File: config.mk
export PLATFORM = sky130hd
export DESIGN_NAME = norm_sumsq
export DESIGN_NICKNAME = d
export VERILOG_FILES = /design/src/rtl/norm_sumsq.sv
export SDC_FILE = /design/constraint.sdc
export NUM_CORES = 1
export LEC_CHECK = 0
export ABC_AREA = 1
export CORE_MARGIN = 4
export CORE_UTILIZATION = 65
export DETAILED_ROUTE_END_ITERATION = 8
export PLACE_DENSITY = 0.95
export SKIP_LAST_GASP = 1
export SLEW_MARGIN = 20
export SYNTH_ARGS = -nofsm -noshare
export SYNTH_HDL_FRONTEND = slang
export SYNTH_SLANG_ARGS = --single-unit
File: constraint.sdc
create_clock -name clk -period 11.26 [get_ports clk]
set_input_delay 1.126 -clock clk [delete_from_list [all_inputs] [get_ports clk]]
set_output_delay 1.126 -clock clk [all_outputs]
set_load 0.1 [all_outputs]
File: src/rtl/norm_sumsq.sv
// Sum-of-squares front end for the normalization datapath.
// Accumulates N signed samples, saturates to 16 bits, hands off to sqrt.
module norm_sumsq #(
  parameter int N  = 4,
  parameter int DW = 8
) (
  input  logic          clk,
  input  logic          clr,
  input  logic          start,
  input  logic          in_valid,
  input  logic [DW-1:0] in_data,
  output logic          in_ready,
  output logic [15:0]   sq_sum,
  output logic          go,
  input  logic          sqrt_done,
  output logic          busy,
  output logic          sat,
  output logic          frame_done
);

  localparam int AW = 2*DW + $clog2(N) + 1;
  localparam int EW = (AW > 16) ? AW : 17;
  localparam int CW = $clog2(N+1);

  typedef enum logic [1:0] {
    IDLE,
    ACC,
    ISSUE,
    WAIT
  } state_t;

  state_t              state;
  state_t              state_nx;
  logic [AW-1:0]       acc;
  logic [CW-1:0]       cnt;
  logic signed [2*DW-1:0] sx;
  logic [2*DW-1:0]     sq;
  logic [AW-1:0]       sum;
  logic [EW-1:0]       sum_x;
  logic                xfer;
  logic                last;
  logic                ovf;

  assign sx    = {{DW{in_data[DW-1]}}, in_data};
  assign sq    = sx * sx;
  assign sum   = acc + AW'(sq);
  assign sum_x = EW'(sum);
  assign ovf   = |sum_x[EW-1:16];
  assign last  = (cnt == CW'(N-1));
  assign xfer  = in_valid && in_ready;

  assign in_ready = (state == ACC);
  assign go       = (state == ISSUE);
  assign busy     = (state != IDLE);

  // state register
  always_ff @(posedge clk) begin
    if (clr) state <= IDLE;
    else     state <= state_nx;
  end

  // next-state decode; stray start/sqrt_done are ignored outside their state
  always_comb begin
    state_nx = state;
    unique case (state)
      IDLE:    if (start) state_nx = ACC;
      ACC:     if (xfer && last) state_nx = ISSUE;
      ISSUE:   state_nx = WAIT;
      WAIT:    if (sqrt_done) state_nx = IDLE;
      default: state_nx = IDLE;
    endcase
  end

  // accumulator, count, saturated result and done pulse
  always_ff @(posedge clk) begin
    if (clr) begin
      acc        <= '0;
      cnt        <= '0;
      sq_sum     <= '0;
      sat        <= 1'b0;
      frame_done <= 1'b0;
    end else begin
      frame_done <= (state == WAIT) && sqrt_done;
      unique case (state)
        IDLE: begin
          if (start) begin
            acc <= '0;
            cnt <= '0;
            sat <= 1'b0;
          end
        end
        ACC: begin
          if (xfer) begin
            acc <= sum;
            cnt <= cnt + 1'b1;
            if (last) begin
              sq_sum <= ovf ? 16'hFFFF : sum_x[15:0];
              sat    <= ovf;
            end
          end
        end
        default: ;
      endcase
    end
  end

endmodule

-- Word-level counts from Yosys, hierarchy flattened
Cells that the tools add are included.
Widths: inputs -> output; s select.
- $add $sub $neg: 2
- multipliers: 1
- eq/ne operators: 9
- multiplexer cells: 15
- reductions and logical operators: 11
- operators by type and width (kind ; number):
    $mux 19 ; 2
    $pmux 19 s2 ; 1
    $add 19x16->19 ; 1
    $mul 8x8->16 ; 1
    $mux 16 ; 1
    $reduce_and 3->1 ; 3
    $pmux 2 s4 ; 1
    $mux 2 ; 3
    $mux 3 ; 2
    $ne 2x1->1 const B ; 3
    $pmux 3 s2 ; 1
    $eq 2x2->1 const B ; 2
    $ne 2x2->1 const B ; 2
    $reduce_and 4->1 ; 1
    $reduce_bool 2->1 ; 2
    $add 3x1->3 const B ; 1
    $eq 3x2->1 const B ; 1
    $logic_and 1x1->1 ; 3
    $mux 1 ; 3
    $reduce_or 3->1 ; 1
    $eq 2x1->1 const B ; 1
    $logic_not 2->1 ; 1
    $pmux 1 s2 ; 1
- flip-flop bits (word level): 42
- input port bits: 13
- output and inout port bits: 21
- word-level logic and storage cells: 44

-- Depth between registers and ports, before layout
Gate-level depths: netlist (run 1).
- word-level depth: 6
- depth in mapped cells: 34
- mapped depth without buffers: 32

-- Worst setup path after synthesis (run 1)
OpenSTA, ideal clock, no wires.
- path kind: input port to flip-flop
- start: in in_data[2]
- end: reg sq_sum[2]
- library setup time: 119 ps
- data arrival time: 6141 ps
- data required time: 11141 ps
- slack: 5000 ps
- cell stages on the path: 29
- buffers on the path: 2
- cell sequence: clkbuf_1 > nand2_1 > inv_1 > fa_1 > inv_1 > fa_1 > inv_1 > fa_1 > inv_1 > fa_1 > inv_1 > ha_1 > inv_1 > o21bai_1 > a221oi_1 > nand2_1 > xor2_1 > ha_1 > nand2_1 > inv_1 > nand2_1 > nand2_1 > a21oi_1 > nand3_1 > nand2_2 > nand3_4 > buf_6 > nor2_2 > nor2_1
- word-level cells in the longest chain between the ends: 4
- RTL lines (element ; line ; RTL):
    from (decl) ; 11 ; input logic [DW-1:0] in_data,
    $mul 8x8->16 * ; 45 ; assign sq = sx * sx;
    $add 19x16->19 * ; 46 ; assign sum = acc + AW'(sq);
    $reduce_or 3->1 ; 48 ; assign ovf = |sum_x[EW-1:16];
    $mux 16 * ; 97 ; sq_sum <= ovf ? 16'hFFFF : sum_x[15:0];
    to (signal assigned) ; 97 ;
    to (decl) ; 13 ; output logic [15:0] sq_sum,
Mark *: on every way between the ends. The rest lies on a longest branch, timed or not.
A chain may end at the register's enable or synchronous reset.

-- Worst setup path after layout (run 1)
- start: in in_data[7]
- end: reg sat
- word-level cells in the longest chain between the ends: 6
- RTL lines (element ; line ; RTL):
    $mul 8x8->16 ; 45 ;
    $add 19x16->19 ; 46 ;
    $reduce_or 3->1 ; 48 ;
    $mux 1 ; 96 ; if (last) begin
    $mux 1 ; 93 ; if (xfer) begin
    $pmux 1 s2 ; 84 ; unique case (state)
    to (signal assigned) ; 98 ; sat <= ovf;
    to (decl) ; 17 ; output logic sat,
Every way passes these cells. The select of a mux whose other input is x is not followed.

==> flow_summary.rst, run 1 <==
.. list-table::
   :header-rows: 1

   * - Metric
     - Value
   * - Area share of the leading cell type in the synthesized netlist
     - 0.1752
   * - Critical Path RT
     - 11.39 ns
   * - Master cell of the clock root buffer
     - clkbuf_8
   * - Synth area leaders
     - fa_1, dfxtp_1, ha_1, nand2_1, inv_1
   * - Result of the run
     - completed
   * - Count of TritonRoute iterations in the first routing pass
     - 5
   * - Number of storage elements in the synthesis netlist
     - 42
   * - Unrepaired setup endpoints after global routing
     - false
   * - Post-synthesis average cell area
     - 7.070 µm²
   * - Worst Path Buf+Inv
     - 7
   * - Time the final worst path needs with I/O delays and setup
     - 7.203 ns
   * - Worst skew pair latency
     - 0.30 ns
   * - Number of vias after detailed routing
     - 4357
   * - Cts bufs inserted
     - 5
   * - Die Y
     - 94.95 µm
   * - DR vias/cell
     - 5.339
   * - Slew at the pin closest to its max-slew limit
     - 1.127 ns
   * - Endpoint class of the critical path
     - flip-flop
   * - Number of routed nets with antenna violations
     - 0
   * - Startpoint Class
     - input port
   * - Setup Viol. Count Final
     - 0
   * - Share of the clock period used by the worst path
     - 0.6397
   * - Synthesized instance count
     - 695
   * - Top cell by count, worst path
     - inv_1
   * - Final max-slew violation count
     - 0
   * - Number of sinks driven by the clock tree
     - 42
   * - Buffer levels on the longest clock path
     - 2
   * - Number of distinct library cells after synthesis
     - 32
   * - Minimum setup slack among reg-to-reg paths
     - 8.99 ns
   * - Cell depth of the worst min-delay path
     - 2
   * - Synthesis-to-layout area growth
     - 9.728%
   * - DR WL/cell
     - 13.27 µm
   * - Final Wtd Congestion
     - 0.9196
   * - Total setup buffers inserted after CTS
     - 0
   * - Number of standard cells in the final layout excluding fillers
     - 816
   * - Area of the core
     - 7292 µm²
   * - Worst min-delay path class
     - reg2reg
   * - Beginning of the critical path
     - in_data[7]
   * - CTS H-Tree Depth
     - 2
   * - Largest net degree at the start of global routing
     - 26
   * - Die Outline Area
     - 9015 µm²
   * - Clock-pin slew of the registers on the worst-case setup and hold paths
     - 0.08 ns
   * - Minimum setup slack in the final design
     - 4.057 ns
   * - Worst setup path endpoint
     - sat
   * - Critical R2R Capture
     - acc[12]
   * - Number of inserted diodes
     - 0
   * - Number of warning messages in the yosys log
     - 0
   * - DRC
     - 0
   * - Number of max-cap violations
     - 0
   * - Residual overflow from global routing
     - 0
   * - Crit path max fanout
     - 17
   * - Number of buffers added to fix hold violations after cts
     - 0
   * - Category of cells accounting for the largest share of critical-path delay
     - adder cells
   * - CTS tree
     - yes
   * - Number of cells upsized or downsized after cts
     - 0
   * - DRC marker count from the first detailed-route iteration
     - 288
   * - Netlist Area Pre-Place
     - 4913 µm²
   * - Path length in cells of the critical path
     - 26
   * - Largest incremental delay on the critical path
     - 0.68 ns
   * - I/O pin total
     - 34
   * - Static Leakage
     - 2.843 nW
   * - Antenna violations before repair
     - 0
   * - Quantity of I/O buffers inserted on ports
     - 33
   * - Placed instance count
     - 808
   * - Most frequent cells in the layout
     - nand2_1, inv_1, ha_1
   * - Worst rel slew slack
     - 0.2463
   * - Most used flip-flop cell after synthesis
     - dfxtp_1
   * - Post-Route WL
     - 10830 µm
   * - Global Route Usage Sum
     - 0.2629
   * - R2R Path Start
     - state[1]
   * - Initial core utilization
     - 0.6738
   * - Sequential cell area fraction in the yosys report
     - 0.1711
   * - Via count of the first global-routing pass
     - 4469
   * - Peak VDD IR
     - 136.4 µV
   * - Largest area contributor in the netlist
     - fa_1
   * - Net count of the mapped netlist
     - 803
   * - Final number of hold-violating endpoints
     - 0
   * - Worst Reg2Reg Path Length in Cells
     - 7
   * - Number of placement rows
     - 31
   * - Asr flop ratio synth
     - 0
   * - Worst Clk Skew
     - 0.006416 ns
   * - Tot Pwr
     - 1.446 mW
   * - Placement-stage worst setup slack
     - 3.771 ns
   * - DP Wirelength
     - 8900 µm
   * - Nets@finish
     - 824
   * - Final setup TNS
     - 0 ns
   * - Global-route wire length before repair
     - 19060 µm
   * - Standard cell with the maximum stage delay on the critical path
     - fa_1
   * - Cell Pwr Density
     - 268.3 nW/µm²
   * - Fin util
     - 0.7394
   * - Critical setup path kind
     - in2reg
   * - Fraction of final layout cells with drive strength greater than 1
     - 0.06974
   * - Most frequent standard cell in the layout excluding fill and tap cells
     - nand2_1
   * - Data arrival at the endpoint of the critical path
     - 7.34 ns
   * - Max Freq
     - 138.8 MHz
   * - Horizontal die dimension
     - 94.95 µm
   * - Post-synth EDFFs
     - 0
-- per-stage QoR --
stage               instance area, µm²  hold slack, ns
finish                            5391          0.4728
floorplan                         4913          0.4326
global placement                  5296          0.4503
global route                      5391          0.4970
detailed placement                5296          0.4613
CTS                               5391          0.4735
-- synthesized netlist by cell type (all sizes together), types with 2 or more instances --
library cell / count
ha: 52
a21oi: 48
nand3: 30
nor2: 62
or2: 11
nand4: 4
nand3b: 2
dfxtp: 42
xor2: 19
inv: 142
nor3: 6
xnor2: 9
clkbuf: 19
fa: 43
o21ai: 25
nand2: 169
o21bai: 5
-- report_power, final --
group	switching, mW	total (mW)	leakage (nW)	internal [mW]
Sequential	0.0104	0.174	0.339	0.163
Clock	0.0542	0.103	0.0472	0.0493
Combinational	0.776	1.17	2.46	0.393
Total	0.840	1.45	2.84	0.606
-- worst min-delay path by stage --
stage	to	startpoint	slack (ns)
after global placement	cnt[0]	cnt[0]	0.45
final	sat	sat	0.47
after global routing	cnt[2]	cnt[2]	0.50
after detailed placement	sat	sat	0.46
after floorplan	cnt[0]	cnt[0]	0.43
after CTS	sat	sat	0.47
-- cell type report --
type / instances / area, µm²
clock buffer: 6 / 82.58
multi-input combinational: 491 / 3461
clock inverter: 2 / 12.51
sequential: 42 / 840.8
timing repair buffer: 34 / 337.8
inverter: 142 / 533.0
tap: 99 / 123.9
fill: 578 / 1901
-- worst min-delay path: cells and delay by family, from the launching register on --
| family | cells | cell delay [ns] |
|---|---|---|
| flip-flops | 1 | 0.31 |
| AND/OR/NAND/NOR | 1 | 0.06 |
| AO/OA/AOI/OAI | 1 | 0.06 |
-- routing by layer --
| metal | vias up | GRT usage | part of all wire |
|---|---|---|---|
| met5 | - | 0 | 0 |
| met3 | 33 | 0.02470 | 0.048 |
| met2 | 141 | 0.4985 | 0.53 |
| met4 | 0 | 0.1022 | 0.030 |
| li1 | 2162 | - | - |
| met1 | 2021 | 0.3008 | 0.39 |
-- registers in the layout, summed over array words and instances (netlist names) --
register	count
sq_sum	16
frame_done	1
cnt	3
acc	19
state	2
sat	1
-- cell families after synthesis --
family                   share of synthesized area
XOR/XNOR                                   0.04991
flip-flops                                  0.1711
AND/OR/NAND/NOR                             0.2544
adder cells (fa/ha/maj)                     0.3076
buffers and inverters                       0.1253
AO/OA/AOI/OAI                              0.09168
Power figures use the tool's default switching activity.
==> run 2, diff against run 1 <==
--- a/config.mk
+++ b/config.mk
@@ -7,9 +7,9 @@
 export LEC_CHECK = 0
 export ABC_AREA = 1
 export CORE_MARGIN = 4
-export CORE_UTILIZATION = 65
+export CORE_UTILIZATION = 61
 export DETAILED_ROUTE_END_ITERATION = 8
-export PLACE_DENSITY = 0.95
+export PLACE_DENSITY = 0.91
 export SKIP_LAST_GASP = 1
 export SLEW_MARGIN = 20
 export SYNTH_ARGS = -nofsm -noshare
==> constraint.sdc (replaced) <==
create_clock -name clk -period 7.05 [get_ports clk]
set_input_delay 0.705 -clock clk [delete_from_list [all_inputs] [get_ports clk]]
set_output_delay 0.705 -clock clk [all_outputs]
set_load 0.1 [all_outputs]
==> run 2 against run 1 <==
Combinational power is 57% higher. Clock power is 58% higher. Setup slack got worse by 3.6 ns. Register-to-register slack got worse by 4.2 ns. Count of clock-buffer cells in the layout is the same. Routed wire length down 4.3%. Highest routed layer unchanged. Hold slack improved by 0.00059 ns. Largest cell class unchanged.
==> flow_summary.rst, run 2 (synthesized netlist as in run 1, its figures left out) <==
.. list-table::
   :header-rows: 1

   * - Metric
     - Value
   * - Final number of hold-violating endpoints
     - 0 (unchanged)
   * - Die Outline Area
     - 9555 µm² (+6.0%)
   * - Largest incremental delay on the critical path
     - 0.70 ns (+0.02 ns)
   * - Buffer levels on the longest clock path
     - 2 (unchanged)
   * - Setup Viol. Count Final
     - 0 (unchanged)
   * - Final max-slew violation count
     - 0 (unchanged)
   * - DRC
     - 0 (unchanged)
   * - Worst Clk Skew
     - 0.005903 ns (-0.0005128 ns)
   * - DP Wirelength
     - 8539 µm (-4.1%)
   * - Cts bufs inserted
     - 5 (unchanged)
   * - Slew at the pin closest to its max-slew limit
     - 1.042 ns (-0.08547 ns)
   * - Final setup TNS
     - 0 ns (unchanged)
   * - Number of cells upsized or downsized after cts
     - 0 (unchanged)
   * - Synthesis-to-layout area growth
     - 10.31%
   * - Via count of the first global-routing pass
     - 4177 (-6.5%)
   * - Initial core utilization
     - 0.6326 (-0.04125)
   * - CTS H-Tree Depth
     - 2 (unchanged)
   * - Horizontal die dimension
     - 97.75 µm (+3.0%)
   * - Standard cell with the maximum stage delay on the critical path
     - fa_1
   * - Registers with the highest flip-flop counts
     - acc: 19 flops, sq_sum: 16 flops, cnt: 3 flops
   * - Number of placement rows
     - 32 (+3.2%)
   * - Count of TritonRoute iterations in the first routing pass
     - 5 (unchanged)
   * - Static Leakage
     - 2.866 nW (+0.83%)
   * - Worst Reg2Reg Path Length in Cells
     - 7 (unchanged)
   * - Nets@finish
     - 827 (+0.36%)
   * - Critical Path RT
     - 7.23 ns (-4.16 ns)
   * - Antenna violations before repair
     - 0 (unchanged)
   * - DR vias/cell
     - 5.187 (-2.8%)
   * - Master cell of the clock root buffer
     - clkbuf_8
   * - Clock-pin slew of the registers on the worst-case setup and hold paths
     - 0.08 ns (about the same)
   * - CTS tree
     - yes
   * - Fraction of final layout cells with drive strength greater than 1
     - 0.07361 (+0.003876)
   * - R2R Path Start
     - state[1]
   * - Worst rel slew slack
     - 0.3035 (+0.05716)
   * - Number of routed nets with antenna violations
     - 0 (unchanged)
   * - Largest net degree at the start of global routing
     - 26 (unchanged)
   * - Path length in cells of the critical path
     - 27 (+3.8%)
   * - Top cell by count, worst path
     - inv_1
   * - Global-route wire length before repair
     - 18070 µm (-5.2%)
   * - Cell Pwr Density
     - 421.4 nW/µm² (+57%)
   * - Critical setup path kind
     - in2reg
   * - Startpoint Class
     - input port
   * - Data arrival at the endpoint of the critical path
     - 6.73 ns (-0.61 ns)
   * - Most frequent cells in the layout
     - nand2_1, inv_1, ha_1
   * - Crit path max fanout
     - 17 (unchanged)
   * - Flip-flop count of the largest register, all copies and words added
     - 19 (unchanged)
   * - Time the final worst path needs with I/O delays and setup
     - 6.548 ns
   * - Tot Pwr
     - 2.284 mW (+58%)
   * - Die Y
     - 97.75 µm (+3.0%)
   * - Reg with most FFs
     - acc
   * - Worst Path Buf+Inv
     - 7 (unchanged)
   * - Worst min-delay path class
     - reg2reg
   * - Number of vias after detailed routing
     - 4264 (-2.1%)
   * - DR WL/cell
     - 12.62 µm (-5.0%)
   * - Unrepaired setup endpoints after global routing
     - false
   * - Post-Route WL
     - 10370 µm (-4.3%)
   * - Result of the run
     - completed
   * - Quantity of I/O buffers inserted on ports
     - 33 (unchanged)
   * - Number of buffers added to fix hold violations after cts
     - 0 (unchanged)
   * - Total setup buffers inserted after CTS
     - 0 (unchanged)
   * - Critical R2R Capture
     - acc[7]
   * - Number of sinks driven by the clock tree
     - 42 (unchanged)
   * - Final Wtd Congestion
     - 0.9426 (+2.5%)
   * - I/O pin total
     - 34 (unchanged)
   * - Max Freq
     - 152.7 MHz
   * - Most frequent standard cell in the layout excluding fill and tap cells
     - nand2_1
   * - Residual overflow from global routing
     - 0 (unchanged)
   * - Worst skew pair latency
     - 0.29 ns (about the same)
   * - Global Route Usage Sum
     - 0.2203 (-0.04258)
   * - Peak VDD IR
     - 229.2 µV (+68%)
   * - Share of the clock period used by the worst path
     - 0.9288
   * - Beginning of the critical path
     - in_data[4]
   * - Minimum setup slack among reg-to-reg paths
     - 4.83 ns (-4.16 ns)
   * - DRC marker count from the first detailed-route iteration
     - 162 (-44%)
   * - Number of max-cap violations
     - 0 (unchanged)
   * - Number of inserted diodes
     - 0 (unchanged)
   * - Filler Cell Count
     - 659 (+14%)
   * - Endpoint class of the critical path
     - flip-flop
   * - Worst setup path endpoint
     - sq_sum[13]
   * - Category of cells accounting for the largest share of critical-path delay
     - adder cells
   * - Area of the core
     - 7767 µm² (+6.5%)
==> run 2: cell count changes in the layout (fill, tap and decap cells not counted), sizes merged <==
cell / previous run / this run
clkdlybuf4s50: 33 / 32
dlymetal6s2s: 0 / 1
buf: 1 / 4
==> run 2: metrics by stage <==
| stage | area [µm²] | cells | util | hold WS (ns) | worst slack [ns] |
|---|---|---|---|---|---|
| floorplan | 4913 | 695 | - | 0.4326 | 1.211 |
| detailed placement | 5323 | 814 | 0.6852 | 0.4592 | 0.04544 |
| CTS | 5418 | 822 | 0.6975 | 0.4704 | 0.3876 |
| finish | 5420 | 822 | 0.6978 | 0.4734 | 0.5021 |
| global placement | 5323 | 814 | 0.6852 | 0.4461 | 0.2760 |
| global route | 5420 | 822 | 0.6978 | 0.4947 | 0.03599 |
==> run 2: area by class of cell <==
class | instances | area (µm²) | area share
Timing Repair Buffer | 37 | 362.8 | 0.06694
Clock inverter | 2 | 12.51 | 0.002308
Inverter | 142 | 533.0 | 0.09834
Clock buffer | 6 | 82.58 | 0.01524
Multi-Input combinational cell | 491 | 3461 | 0.6385
Sequential cell | 42 | 840.8 | 0.1551
Tap cell | 102 | 127.6 | 0.02355
==> run 2: worst min path at each step <==
stage	from	to	slack, ns	cells after the start
after floorplan	cnt[0]	cnt[0]	0.43	1
after global placement	cnt[0]	cnt[0]	0.45	1
after detailed placement	cnt[2]	cnt[2]	0.46	2
after CTS	cnt[2]	cnt[2]	0.47	2
after global routing	cnt[2]	cnt[2]	0.49	2
final	acc[5]	acc[5]	0.47	2
==> run 2: worst reg2reg max path, stage by stage (launching register included) <==
cell     delay (ns)
dfxtp_1        0.33
inv_1          0.13
ha_1           0.29
inv_1          0.14
o21ai_2        0.78
inv_1          0.21
nand2_1        0.13
a21oi_1        0.06
==> run 2: routing by layer <==
metal,global-route usage,up-vias,wire [µm]
met5,0,-,0
met4,0.05857,0,164
met3,0.02071,17,423
met2,0.4207,98,5365
met1,0.2626,1972,4418
li1,-,2177,-
==> run 2: power breakdown <==
part	switching, mW	internal (mW)
combinational	1.22	0.627
clock	0.0846	0.0787
sequential	0.0154	0.261
==> run 3, diff against run 2 <==
--- a/config.mk
+++ b/config.mk
@@ -9,6 +9,7 @@
 export CORE_MARGIN = 4
 export CORE_UTILIZATION = 61
 export DETAILED_ROUTE_END_ITERATION = 8
+export MAX_ROUTING_LAYER = met4
 export PLACE_DENSITY = 0.91
 export SKIP_LAST_GASP = 1
 export SLEW_MARGIN = 20
==> run 3 against run 2 <==
Sequential power is essentially flat. Core utilization up 0.55 points. Final cell count unchanged. Clock skew up 0.0086 ns. Die area unchanged. Power up 3.1%.
==> flow_summary.rst, run 3 (synthesized netlist as in run 1, its figures left out) <==
.. list-table::
   :header-rows: 1

   * - Metric
     - Value
   * - Global-route wire length before repair
     - 18750 µm (+3.8%)
   * - Worst Clk Skew
     - 0.01449 ns (+0.008585 ns)
   * - DR vias/cell
     - 5.247 (+1.1%)
   * - Share of the clock period used by the worst path
     - 0.9269 (-0.001840)
   * - Flip-flop count of the largest register, all copies and words added
     - 19 (unchanged)
   * - Filler Cell Count
     - 651 (-1.2%)
   * - I/O pin total
     - 34 (unchanged)
   * - Slew at the pin closest to its max-slew limit
     - 1.040 ns (-0.001375 ns)
   * - Reg with most FFs
     - acc
   * - Antenna violations before repair
     - 0 (unchanged)
   * - Met2 Use GR
     - 0.4444 (+0.02372)
   * - Buffer levels on the longest clock path
     - 2 (unchanged)
   * - Nets@finish
     - 827 (unchanged)
   * - Worst skew pair latency
     - 0.31 ns (+0.02 ns)
   * - Final number of hold-violating endpoints
     - 0 (unchanged)
   * - Most frequent cells in the layout
     - nand2_1, inv_1, ha_1
   * - Worst min-delay path class
     - reg2reg
   * - DP Wirelength
     - 8699 µm (+1.9%)
   * - Master cell of the clock root buffer
     - clkbuf_8
   * - Number of placement rows
     - 32 (unchanged)
   * - Fraction of final layout cells with drive strength greater than 1
     - 0.07361 (unchanged)
   * - Max Freq
     - 153.0 MHz (+0.20%)
   * - CTS H-Tree Depth
     - 2 (unchanged)
   * - Multi-input combinational cell area
     - 3461 µm² (unchanged)
   * - Number of buffers added to fix hold violations after cts
     - 0 (unchanged)
   * - Met3 track utilization from global routing
     - 0.03214 (+0.01143)
   * - Static Leakage
     - 2.887 nW (+0.74%)
   * - Global routing's busiest layer
     - met2
   * - Largest net degree at the start of global routing
     - 26 (unchanged)
   * - Critical setup path kind
     - in2reg
   * - Clock-pin slew of the registers on the worst-case setup and hold paths
     - 0.09 ns (about the same)
   * - Critical Path RT
     - 7.18 ns (-0.05 ns)
   * - Seq. cell area
     - 840.8 µm² (unchanged)
   * - Time the final worst path needs with I/O delays and setup
     - 6.535 ns (-0.01297 ns)
   * - Die Outline Area
     - 9555 µm² (unchanged)
   * - Worst rel slew slack
     - 0.3065 (+0.002999)
   * - Quantity of I/O buffers inserted on ports
     - 33 (unchanged)
   * - Number of routed nets with antenna violations
     - 0 (unchanged)
   * - Cell Pwr Density
     - 430.9 nW/µm² (+2.3%)
   * - Tot Pwr
     - 2.354 mW (+3.1%)
   * - Number of inserted diodes
     - 0 (unchanged)
   * - Die Y
     - 97.75 µm (unchanged)
   * - Unrepaired setup endpoints after global routing
     - false
   * - Post-Route WL
     - 10570 µm (+1.9%)
   * - DRC marker count from the first detailed-route iteration
     - 157 (-3.1%)
   * - DR WL/cell
     - 12.86 µm (+1.9%)
   * - Registers with the highest flip-flop counts
     - acc: 19 flops, sq_sum: 16 flops, cnt: 3 flops
   * - Number of max-cap violations
     - 0 (unchanged)
   * - Via count of the first global-routing pass
     - 4383 (+4.9%)
   * - Endpoint class of the critical path
     - flip-flop
   * - Data arrival at the endpoint of the critical path
     - 6.67 ns (-0.06 ns)
   * - Area of the core
     - 7767 µm² (unchanged)
   * - Setup Viol. Count Final
     - 0 (unchanged)
   * - Final max-slew violation count
     - 0 (unchanged)
   * - Initial core utilization
     - 0.6326 (unchanged)
   * - Result of the run
     - completed
   * - Most frequent standard cell in the layout excluding fill and tap cells
     - nand2_1
   * - Horizontal die dimension
     - 97.75 µm (unchanged)
   * - DRC
     - 0 (unchanged)
   * - Final Wtd Congestion
     - 0.9509 (+0.88%)
   * - Synthesis-to-layout area growth
     - 11.18%
   * - CTS tree
     - yes
   * - Residual overflow from global routing
     - 0 (unchanged)
   * - Met1 GRT Util
     - 0.2604 (-0.002211)
   * - Cts bufs inserted
     - 5 (unchanged)
   * - Count of TritonRoute iterations in the first routing pass
     - 5 (unchanged)
   * - Number of sinks driven by the clock tree
     - 42 (unchanged)
   * - Number of vias after detailed routing
     - 4313 (+1.1%)
   * - Global Route Usage Sum
     - 0.2382 (+0.01794)
   * - Startpoint Class
     - input port
   * - Peak VDD IR
     - 245.6 µV (+7.2%)
   * - Final setup TNS
     - 0 ns (unchanged)
   * - Crit path max fanout
     - 17 (unchanged)
run 3: changes by cell type in the layout (fill, tap and decap cells not counted), sizes merged:
cell      delta
clkbuf       -1
clkinvlp     -1
bufinv       +2
run 3: area by class of cell:
class                      count  area share
multi-input combinational    491      0.6335
sequential                    42      0.1539
inverter                     142     0.09757
timing repair buffer          37     0.06642
tap                          102     0.02336
clock buffer                   5     0.01260
clock inverter                 3     0.01260
run 3: critical path, stage by stage:
cell	delay (ns)
clkdlybuf4s50_1	0.59
nand2_1	0.14
inv_1	0.06
fa_1	0.72
inv_1	0.11
fa_1	0.55
inv_1	0.05
fa_1	0.50
inv_1	0.06
fa_1	0.52
inv_1	0.04
ha_1	0.35
inv_1	0.11
o21bai_1	0.11
a221oi_1	0.25
nand2_1	0.10
xor2_1	0.15
ha_1	0.37
a21oi_1	0.27
o21ai_0	0.12
nor2_1	0.15
nand3b_1	0.12
nand2_2	0.10
nand3_4	0.22
nand2_1	0.12
a21oi_1	0.07
run 3: repair_timing:
item	4_1_cts	5_1_grt
setup endpoints to repair	0	17
setup buffers	0	0
gates resized for setup	0	1
run 3: final timing paths:
path | endpoint | startpoint | slack (ns) | depth (start not counted)
setup / recovery | sat | in_data[4] | 0.52 | 26
hold / removal | cnt[2] | cnt[2] | 0.47 | 2
hold reg to reg | cnt[2] | cnt[2] | 0.47 | 2
setup reg to reg | acc[12] | state[1] | 4.85 | 7
run 3: report_power, final:
group / switching [mW] / internal [mW] / total [mW]
sequential: 0.0162 / 0.261 / 0.277
clock: 0.0904 / 0.142 / 0.232
combinational: 1.22 / 0.626 / 1.84
run 3: layer usage:
| layer | vias up | wire [µm] |
|---|---|---|
| met5 | - | 0 |
| met1 | 1990 | 4307 |
| met4 | 0 | 244 |
| li1 | 2166 | - |
| met3 | 27 | 554 |
| met2 | 130 | 5461 |
run 3: through the flow:
| step | utilization | hold slack (ns) | setup slack (ns) | cell area, µm² | instances |
|---|---|---|---|---|---|
| 4_1_cts | 0.7030 | 0.4691 | 0.3866 | 5460 | 822 |
| 2_1_floorplan | - | 0.4326 | 1.211 | 4913 | 695 |
| 5_1_grt | 0.7033 | 0.4993 | 0.03260 | 5463 | 822 |
| 6_report | 0.7033 | 0.4722 | 0.5151 | 5463 | 822 |
| 3_5_place_dp | 0.6852 | 0.4564 | 0.08155 | 5323 | 814 |
| 3_3_place_gp | 0.6852 | 0.4484 | 0.2641 | 5323 | 814 |
